### config.mk
export PLATFORM = sky130hd
export DESIGN_NAME = seq_divider_8b_flat
export DESIGN_NICKNAME = d
export VERILOG_FILES = /design/src/rtl/seq_divider_8b_if.sv /design/src/rtl/seq_divider_8b.sv /design/src/flat_wrapper.sv
export SDC_FILE = /design/constraint.sdc
export NUM_CORES = 1
export LEC_CHECK = 0
export ABC_AREA = 1
export CAP_MARGIN = 5
export CORE_ASPECT_RATIO = 0.9
export CORE_MARGIN = 3
export CORE_UTILIZATION = 30
export DETAILED_ROUTE_END_ITERATION = 12
export PLACE_DENSITY = 0.56
export SYNTH_ARGS = -nofsm -noshare
export SYNTH_HDL_FRONTEND = slang
export SYNTH_SLANG_ARGS = --single-unit
export TNS_END_PERCENT = 50
### constraint.sdc
create_clock -name clk -period 2.45 [get_ports clk]
set_clock_uncertainty 0.1 [all_clocks]
set_input_delay 0.49 -clock clk [delete_from_list [all_inputs] [get_ports clk]]
set_output_delay 0.49 -clock clk [all_outputs]
set_load 0.02 [all_outputs]
### src/rtl/seq_divider_8b_if.sv
// Operation/result handshake bundle for the sequential restoring divider.
// The requester uses the master modport and the divider uses the slave modport.
interface seq_divider_8b_if #(
  parameter int N = 4
);
  logic           in_valid;
  logic           in_ready;
  logic [2*N-1:0] dividend;
  logic [N-1:0]   divisor;
  logic           out_valid;
  logic           out_ready;
  logic [2*N-1:0] quotient;
  logic [N-1:0]   remainder;
  logic           div_by_zero;

  modport master (
    output in_valid, dividend, divisor, out_ready,
    input  in_ready, out_valid, quotient, remainder, div_by_zero
  );

  modport slave (
    input  in_valid, dividend, divisor, out_ready,
    output in_ready, out_valid, quotient, remainder, div_by_zero
  );
endinterface

### src/rtl/seq_divider_8b.sv
// Iterative restoring divider: a 2N-bit dividend divided by an N-bit divisor.
// It produces one quotient bit per clock and uses valid/ready on both input and output.
module seq_divider_8b #(
  parameter int N = 4
) (
  input  logic           clk,
  input  logic           rst,
  seq_divider_8b_if.slave bus
);
  localparam int W  = 2 * N;
  localparam int CW = $clog2(W);

  localparam logic [1:0]    S_IDLE = 2'd0;
  localparam logic [1:0]    S_RUN  = 2'd1;
  localparam logic [1:0]    S_DONE = 2'd2;
  localparam logic [CW-1:0] LAST   = CW'(W - 1);

  logic [1:0]    state_q, state_d;
  logic [CW-1:0] cnt_q,   cnt_d;
  logic [W-1:0]  dvd_q,   dvd_d;
  logic [N-1:0]  dsr_q,   dsr_d;
  logic [N-1:0]  rem_q,   rem_d;
  logic [W-1:0]  quo_q,   quo_d;
  logic          dbz_q,   dbz_d;

  logic [N:0]    trial;
  logic          take;
  logic [N-1:0]  rem_sub;

  // The partial remainder stays below the divisor. Because of that, the N-bit modulo
  // subtract gives the exact difference whenever the trial is at least the divisor.
  assign trial   = {rem_q, dvd_q[W-1]};
  assign take    = (trial >= {1'b0, dsr_q});
  assign rem_sub = trial[N-1:0] - dsr_q;

  always_comb begin
    // NOTE: every signal gets its hold value first, so no path through the case can infer a latch.
    state_d = state_q;
    cnt_d   = cnt_q;
    dvd_d   = dvd_q;
    dsr_d   = dsr_q;
    rem_d   = rem_q;
    quo_d   = quo_q;
    dbz_d   = dbz_q;
    case (state_q)
      S_IDLE: begin
        if (bus.in_valid) begin
          dvd_d = bus.dividend;
          dsr_d = bus.divisor;
          cnt_d = '0;
          if (bus.divisor == '0) begin
            quo_d   = '1;
            rem_d   = bus.dividend[N-1:0];
            dbz_d   = 1'b1;
            state_d = S_DONE;
          end else begin
            quo_d   = '0;
            rem_d   = '0;
            dbz_d   = 1'b0;
            state_d = S_RUN;
          end
        end
      end
      S_RUN: begin
        dvd_d = dvd_q << 1;
        rem_d = take ? rem_sub : trial[N-1:0];
        quo_d = {quo_q[W-2:0], take};
        cnt_d = cnt_q + 1'b1;
        if (cnt_q == LAST) state_d = S_DONE;
      end
      S_DONE: begin
        if (bus.out_ready) state_d = S_IDLE;
      end
      default: state_d = S_IDLE;
    endcase
  end

  always_ff @(posedge clk) begin
    // NOTE: sequential state is updated with non-blocking assignments only, so every register samples pre-edge values.
    if (rst) begin
      state_q <= S_IDLE;
      cnt_q   <= '0;
      dvd_q   <= '0;
      dsr_q   <= '0;
      rem_q   <= '0;
      quo_q   <= '0;
      dbz_q   <= 1'b0;
    end else begin
      state_q <= state_d;
      cnt_q   <= cnt_d;
      dvd_q   <= dvd_d;
      dsr_q   <= dsr_d;
      rem_q   <= rem_d;
      quo_q   <= quo_d;
      dbz_q   <= dbz_d;
    end
  end

  assign bus.in_ready    = (state_q == S_IDLE);
  assign bus.out_valid   = (state_q == S_DONE);
  assign bus.quotient    = quo_q;
  assign bus.remainder   = rem_q;
  assign bus.div_by_zero = dbz_q;
endmodule

### src/flat_wrapper.sv
// flat-port wrapper written by rule: the top's interface ports become plain ports
module seq_divider_8b_flat 
#(
  parameter int N = 4
)
  (clk, rst, bus_in_valid, bus_dividend, bus_divisor, bus_out_ready, bus_in_ready, bus_out_valid, bus_quotient, bus_remainder, bus_div_by_zero);
  seq_divider_8b_if #(.N(N)) bus_i ();
  input  logic clk;
  input  logic rst;
  input wire logic [$bits(bus_i.in_valid)-1:0] bus_in_valid;
  input wire logic [$bits(bus_i.dividend)-1:0] bus_dividend;
  input wire logic [$bits(bus_i.divisor)-1:0] bus_divisor;
  input wire logic [$bits(bus_i.out_ready)-1:0] bus_out_ready;
  output wire logic [$bits(bus_i.in_ready)-1:0] bus_in_ready;
  output wire logic [$bits(bus_i.out_valid)-1:0] bus_out_valid;
  output wire logic [$bits(bus_i.quotient)-1:0] bus_quotient;
  output wire logic [$bits(bus_i.remainder)-1:0] bus_remainder;
  output wire logic [$bits(bus_i.div_by_zero)-1:0] bus_div_by_zero;
  assign bus_i.in_valid = bus_in_valid;
  assign bus_i.dividend = bus_dividend;
  assign bus_i.divisor = bus_divisor;
  assign bus_i.out_ready = bus_out_ready;
  assign bus_in_ready = bus_i.in_ready;
  assign bus_out_valid = bus_i.out_valid;
  assign bus_quotient = bus_i.quotient;
  assign bus_remainder = bus_i.remainder;
  assign bus_div_by_zero = bus_i.div_by_zero;
  seq_divider_8b #(.N(N)) u_core (.clk(clk), .rst(rst), .bus(bus_i));
endmodule
==> results.py, run 1 <==
metrics = {
    "finish": {
        "n_antenna_cell": 0,
        "drive_above_1_share_pct": 11.74,
        "stdcell_area_mm2": 0.001926,
        "final_common_cell": "nand2_1",
        "multi_input_area_um2": 745.7,
        "most-common-layout-cells": "nand2_1 (33), clkdlybuf4s50_1 (30), dfxtp_1 (30)",
        "area_growth_syn_to_layout_pct": 30.20,
        "fillers": 474,
        "nNetsFinal": 235,
        "regArea_um2": 600.6,
        "fin_util_pct": 41.82,
    },
    "placement": {
        "preCtsSetupSlack_ps": 350.1,
        "port_buffers": 30,
        "place_area_mm2": 0.001817,
        "place_congestion": 0.7818,
        "dp_hpwl_um": 2509,
    },
    "route": {
        "drtAntennaViolNets": 0,
        "drc": 0,
        "firstDrtPassIters": 4,
        "drt-total-wl_um": 3440,
        "vias": 1298,
        "drtIter0Drc": 72,
        "via_per_inst": 4.720,
        "routedWlPerCell_um": 12.51,
    },
    "floorplan": {
        "die_h_um": 72.61,
        "start_util_pct": 32.12,
        "chipWidth_um": 80.01,
        "ios": 31,
        "dieArea_mm2": 0.005810,
        "core_area_mm2": 0.004604,
        "rows": 23,
    },
    "worst_setup_path": {
        "start_kind": "flip-flop",
        "cpPeakStageDelay_ps": 640,
        "end_kind": "output port",
        "critPathKind": "flip-flop to output port",
        "crit_required_ps": 1860,
        "cp_top_family": "buffers and inverters",
        "slowest_stage": "clkdlybuf4s50_1",
        "crit_chain": "nor2_4 -> clkdlybuf4s50_1",
        "cp_max_fo": 4,
        "cp_num_buf_inv": 1,
        "cp.arrival_ps": 1480,
    },
    "power": {
        "ir_worst_vdd_mv": 0.3112,
        "p_switching_uw": 473.5,
        "clock_power_share_pct": 32.5,
        "power_frac_comb_pct": 29.1,
        "cellPowerDensity_mw_per_mm2": 766.8,
        "p_int_mw": 1.003,
        "switching_share_pct": 32.07,
        "p_leak_nw": 0.7696,
        "seqPwrFrac_pct": 38.5,
    },
    "clocking": {
        "cts_buffers": 5,
        "clockBufferDepth": 2,
        "ctsResizeCount": 0,
        "clock_latency_ps": 270,
        "root_buffer": "clkbuf_8",
        "htree_levels": 2,
        "cts_tree": "yes",
        "holdBufCountCts": 0,
        "path_clk_slew_ps": 60,
        "cts.sinks": 30,
        "cts_setup_buffers": 0,
    },
    "timing": {
        "finalHoldViolCount": 0,
        "post-route-period-util_pct": 84.68,
        "fin_ws_ps": 375.3,
        "worst_pin_slew_ps": 337.5,
        "setup_viol": 0,
        "slew_headroom_pct": 77.50,
        "min_period_ps": 2075,
        "finalMaxSlewViolations": 0,
        "max_freq_mhz": 482.0,
        "setup_tns_ps": 0,
        "rsz0062_at_grt": "false",
    },
    "logic_synthesis": {
        "syn_nets": 204,
        "synth_area_per_cell_um2": 8.171,
        "ys_types": 28,
        "synth_top_area_share_pct": 40.61,
        "ys_seq_elements": 30,
        "synth_area_mm2": 0.001479,
        "ys_seq_area_share_pct": 40.61,
        "synth_area_leader_cell": "dfxtp_1",
        "synthCells": 181,
        "synth_top_cells_by_area": "dfxtp_1 (41%), a21oi_1 (8.5%), nand2_1 (8.4%)",
        "yosysWarningCount": 0,
    },
    "global_route": {
        "first_global_vias": 1276,
        "antenna_found_initial": 0,
        "grt_pass1_wl_um": 5920,
        "grt.overflow.total": 0,
        "track_usage_pct": 13.17,
        "grt_max_degree": 24,
    },
    "run_status": {
        "outcome": "completed",
    },
    "flow_run": {
        "cap_violations": 0,
    },
    "min_path": {
        "hold_class": "flip-flop to flip-flop",
    },
}
==> tightest hold or removal path, delay by kind of cell, from the launching register on <==
kind             cells  cell delay (ps)
AND/OR/NAND/NOR      1               60
AO/OA/AOI/OAI        1               50
flip-flops           1              310
==> kinds of logic (layout without fill, tap and decap cells) <==
group / count (synthesis) / in the layout / synth area share, %
flip-flops: 30 / 30 / 40.61
AND/OR/NAND/NOR: 58 / 58 / 20.30
AO/OA/AOI/OAI: 58 / 58 / 23.10
buffers and inverters: 27 / 59 / 8.968
XOR/XNOR: 1 / 1 / 0.5923
adder cells (fa/ha/maj): 7 / 7 / 6.430
==> stage by stage <==
step | instances | hold slack (ps) | power [mW]
2_1_floorplan | 181 | 325.3 | 0.8920
3_3_place_gp | 267 | 343.0 | 1.005
3_5_place_dp | 267 | 357.8 | 1.007
4_1_cts | 275 | 367.1 | 1.489
5_1_grt | 275 | 387.4 | 1.576
6_report | 275 | 360.9 | 1.477
==> layout make-up <==
| cell class | instances | area share [%] |
|---|---|---|
| multi-input cells | 124 | 38.73 |
| flip-flops and latches | 30 | 31.19 |
| repair buffers | 31 | 15.98 |
| inverters | 20 | 4.418 |
| well taps | 62 | 4.029 |
| clock buffers | 5 | 3.574 |
| clock inverters | 3 | 2.079 |
==> layer usage <==
| metal | track usage, % | part of all wire (%) | up-vias |
|---|---|---|---|
| li1 | - | - | 681 |
| met5 | 0 | 0 | - |
| met3 | 4.321 | 5.9 | 5 |
| met1 | 18.95 | 54 | 578 |
| met4 | 3.940 | 1.1 | 0 |
| met2 | 18.66 | 39 | 34 |
==> Yosys cell counts <==
master    number
fa_1           1
nand2_1       33
nor2_4         2
nor2_8         2
nor3_1         1
o21ai_1        3
a31oi_1        5
a21oi_1       25
buf_2          2
buf_6          1
nor2_1         8
inv_2          2
nand2_8        1
a22oi_2        2
xor2_1         1
or2_2          2
inv_4          1
ha_1           6
buf_8          1
a21oi_2        2
nand3_1        8
a22oi_1        9
clkbuf_1       3
inv_8          1
dfxtp_1       30
o21ai_0       12
nand2_2        1
inv_1         16
==> path summary, 6_finish.rpt <==
check        depth (start not counted)                           start  slack (ps)                            to
min reg2reg                          2    u_core.dvd_q[0]$_SDFFE_PP0P_         360  u_core.dvd_q[0]$_SDFFE_PP0P_
max                                  2  u_core.state_q[0]$_SDFFE_PP0P_         380                  bus_in_ready
min                                  2    u_core.dvd_q[0]$_SDFFE_PP0P_         360  u_core.dvd_q[0]$_SDFFE_PP0P_
max reg2reg                          7  u_core.state_q[1]$_SDFFE_PP0P_         700  u_core.dvd_q[1]$_SDFFE_PP0P_
==> sequential cells by signal, summed over array words and instances (netlist names) <==
| register | count |
|---|---|
| u_core.cnt_q | 3 |
| u_core.bus.remainder | 4 |
| u_core.state_q | 2 |
| u_core.dvd_q | 8 |
| u_core.dsr_q | 4 |
| u_core.bus.div_by_zero | 1 |
| u_core.bus.quotient | 8 |
==> power groups by stage <==
stage,Clock (mW),Combinational (mW),Sequential (mW)
2_1_floorplan,0,0.303,0.589
3_3_place_gp,0,0.427,0.578
3_5_place_dp,0,0.429,0.577
4_1_cts,0.489,0.432,0.568
5_1_grt,0.512,0.490,0.575
6_report,0.479,0.429,0.568
Note: power is estimated with default switching activity, not from simulation.
==> inputs of run 2 (changes only) <==
Settings changed: PLACE_DENSITY 0.56 to 0.58.
Clock period 2.45 ns to 1.7 ns, I/O delays scaled along.
==> run 2 against run 1 <==
  * Clock-buffer cell count is 1 higher
  * Global-route usage increased by 0.36 points
  * Hold slack worse by 14 ps
  * Largest cell class unchanged
  * Combinational power rose by 60%
  * Critical path type unchanged
  * Wire length down 0.58%
  * Critical path depth did not move
  * Setup slack lost 300 ps
  * Register-to-register slack got worse by 560 ps
==> results.py, run 2 (same netlist as run 1, synthesis figures left out) <==
metrics = {
    "timing": {
        "worst_pin_slew_ps": 293.2,
        "holdWs_ps": 346.5,
        "post-route-period-util_pct": 95.81,
        "min_period_ps": 1629,
        "slew_headroom_pct": 80.43,
        "rsz0062_at_grt": "false",
        "fin_ws_ps": 71.26,
        "finalHoldViolCount": 0,
        "finalMaxSlewViolations": 0,
        "max_freq_mhz": 614.0,
        "setup_viol": 0,
    },
    "floorplan": {
        "ios": 31,
        "chipWidth_um": 80.01,
        "dieArea_mm2": 0.005810,
        "die_h_um": 72.61,
        "core_area_mm2": 0.004604,
        "start_util_pct": 32.12,
        "rows": 23,
    },
    "worst_setup_path": {
        "cp_top_family": "buffers and inverters",
        "cp.depth": 2,
        "crit_chain": "buf_4 -> dlygate4sd2_1",
        "rrSetupSlack_ps": 140,
        "cp_num_buf_inv": 2,
        "critPathKind": "flip-flop to output port",
        "start_kind": "flip-flop",
        "slowest_stage": "dfxtp_1",
        "crit_required_ps": 1260,
        "end_kind": "output port",
        "cp.arrival_ps": 1190,
        "critPathLaunch": "u_core.bus.remainder[1]$_SDFFE_PP0P_",
        "worstReg2RegStart": "u_core.bus.remainder[2]$_SDFFE_PP0P_",
        "cp_max_fo": 3,
        "rr_worst_depth": 7,
        "cpPeakStageDelay_ps": 440,
    },
    "route": {
        "firstDrtPassIters": 4,
        "via_per_inst": 4.602,
        "vias": 1307,
        "routedWlPerCell_um": 12.04,
        "drtAntennaViolNets": 0,
        "drtIter0Drc": 59,
        "drt-total-wl_um": 3420,
        "drc": 0,
    },
    "power": {
        "cellPowerDensity_mw_per_mm2": 1030,
        "power_mw": 2.069,
        "p_leak_nw": 0.9324,
        "ir_worst_vdd_mv": 0.5161,
    },
    "placement": {
        "dp_hpwl_um": 2505,
        "placedCellCount": 278,
        "preCtsSetupSlack_ps": -45.43,
        "place_congestion": 0.7807,
        "port_buffers": 30,
    },
    "clocking": {
        "clockBufferDepth": 2,
        "root_buffer": "clkbuf_8",
        "cts.sinks": 30,
        "clock_latency_ps": 280,
        "htree_levels": 2,
        "path_clk_slew_ps": 60,
        "holdBufCountCts": 0,
        "cts_buffers": 5,
        "cts_tree": "yes",
    },
    "finish": {
        "fin_util_pct": 43.61,
        "nNetsFinal": 246,
        "final_common_cell": "nand2_1",
        "finalNonFillerCells": 284,
        "most-common-layout-cells": "nand2_1 (31), dfxtp_1 (30), a21oi_1 (25)",
        "area_growth_syn_to_layout_pct": 35.79,
        "drive_above_1_share_pct": 16.67,
        "n_antenna_cell": 0,
    },
    "global_route": {
        "antenna_found_initial": 0,
        "grt_pass1_wl_um": 5954,
        "track_usage_pct": 13.53,
        "grt_max_degree": 20,
        "first_global_vias": 1225,
        "grt.overflow.total": 0,
    },
    "flow_run": {
        "cap_violations": 0,
    },
    "run_status": {
        "outcome": "completed",
    },
    "min_path": {
        "hold_depth": 2,
        "hold_class": "flip-flop to flip-flop",
        "min_from": "u_core.dvd_q[6]$_SDFFE_PP0P_",
    },
}
-- run 2: worst register-to-register path, cell delays in order (launching register included) --
cell	delay [ps]
dfxtp_1	350
ha_1	200
or2_2	290
nor2_4	170
nand2_2	100
nand2_1	70
nand3_1	90
a21oi_2	120
-- run 2: path summary, 6_finish.rpt --
kind,end
setup reg to reg,u_core.bus.remainder[1]$_SDFFE_PP0P_
setup / recovery,bus_remainder[1]
hold reg to reg,u_core.dvd_q[6]$_SDFFE_PP0P_
hold / removal,u_core.dvd_q[6]$_SDFFE_PP0P_
-- run 2: power breakdown --
part	total (mW)	switching, mW	internal [mW]	leakage, nW
Sequential	0.818	0.0476	0.770	0.246
Clock	0.563	0.252	0.311	0.0431
Combinational	0.687	0.387	0.300	0.644
Total	2.07	0.687	1.38	0.932
-- run 2: routing by layer --
metal	share of wire [%]	GRT usage, %	up-vias
met5	0	0	-
li1	-	-	691
met2	42	18.29	28
met1	51	19.49	584
met3	6.1	5.309	4
met4	1.1	4.503	0
-- run 2: area by class of cell --
| cell class | count | area (um2) |
|---|---|---|
| well taps | 62 | 77.57 |
| clock buffers | 6 | 82.58 |
| repair buffers | 42 | 399.1 |
| fillers | 496 | 2596 |
| flip-flops and latches | 30 | 600.6 |
| inverters | 20 | 85.08 |
| multi-input cells | 124 | 763.2 |
-- run 2: metrics by stage --
stage               TNS (ps)  instance area [um2]
floorplan                  0                 1479
global placement      -316.0                 1912
detailed placement    -355.6                 1912
CTS                        0                 1981
global route               0                 2008
finish                     0                 2008
-- run 2: what timing repair did --
action                     4_1_cts  5_1_grt
setup endpoints to repair       11        7
gates resized for setup         11        7
cloned                           0        0
setup buffers                    0        0
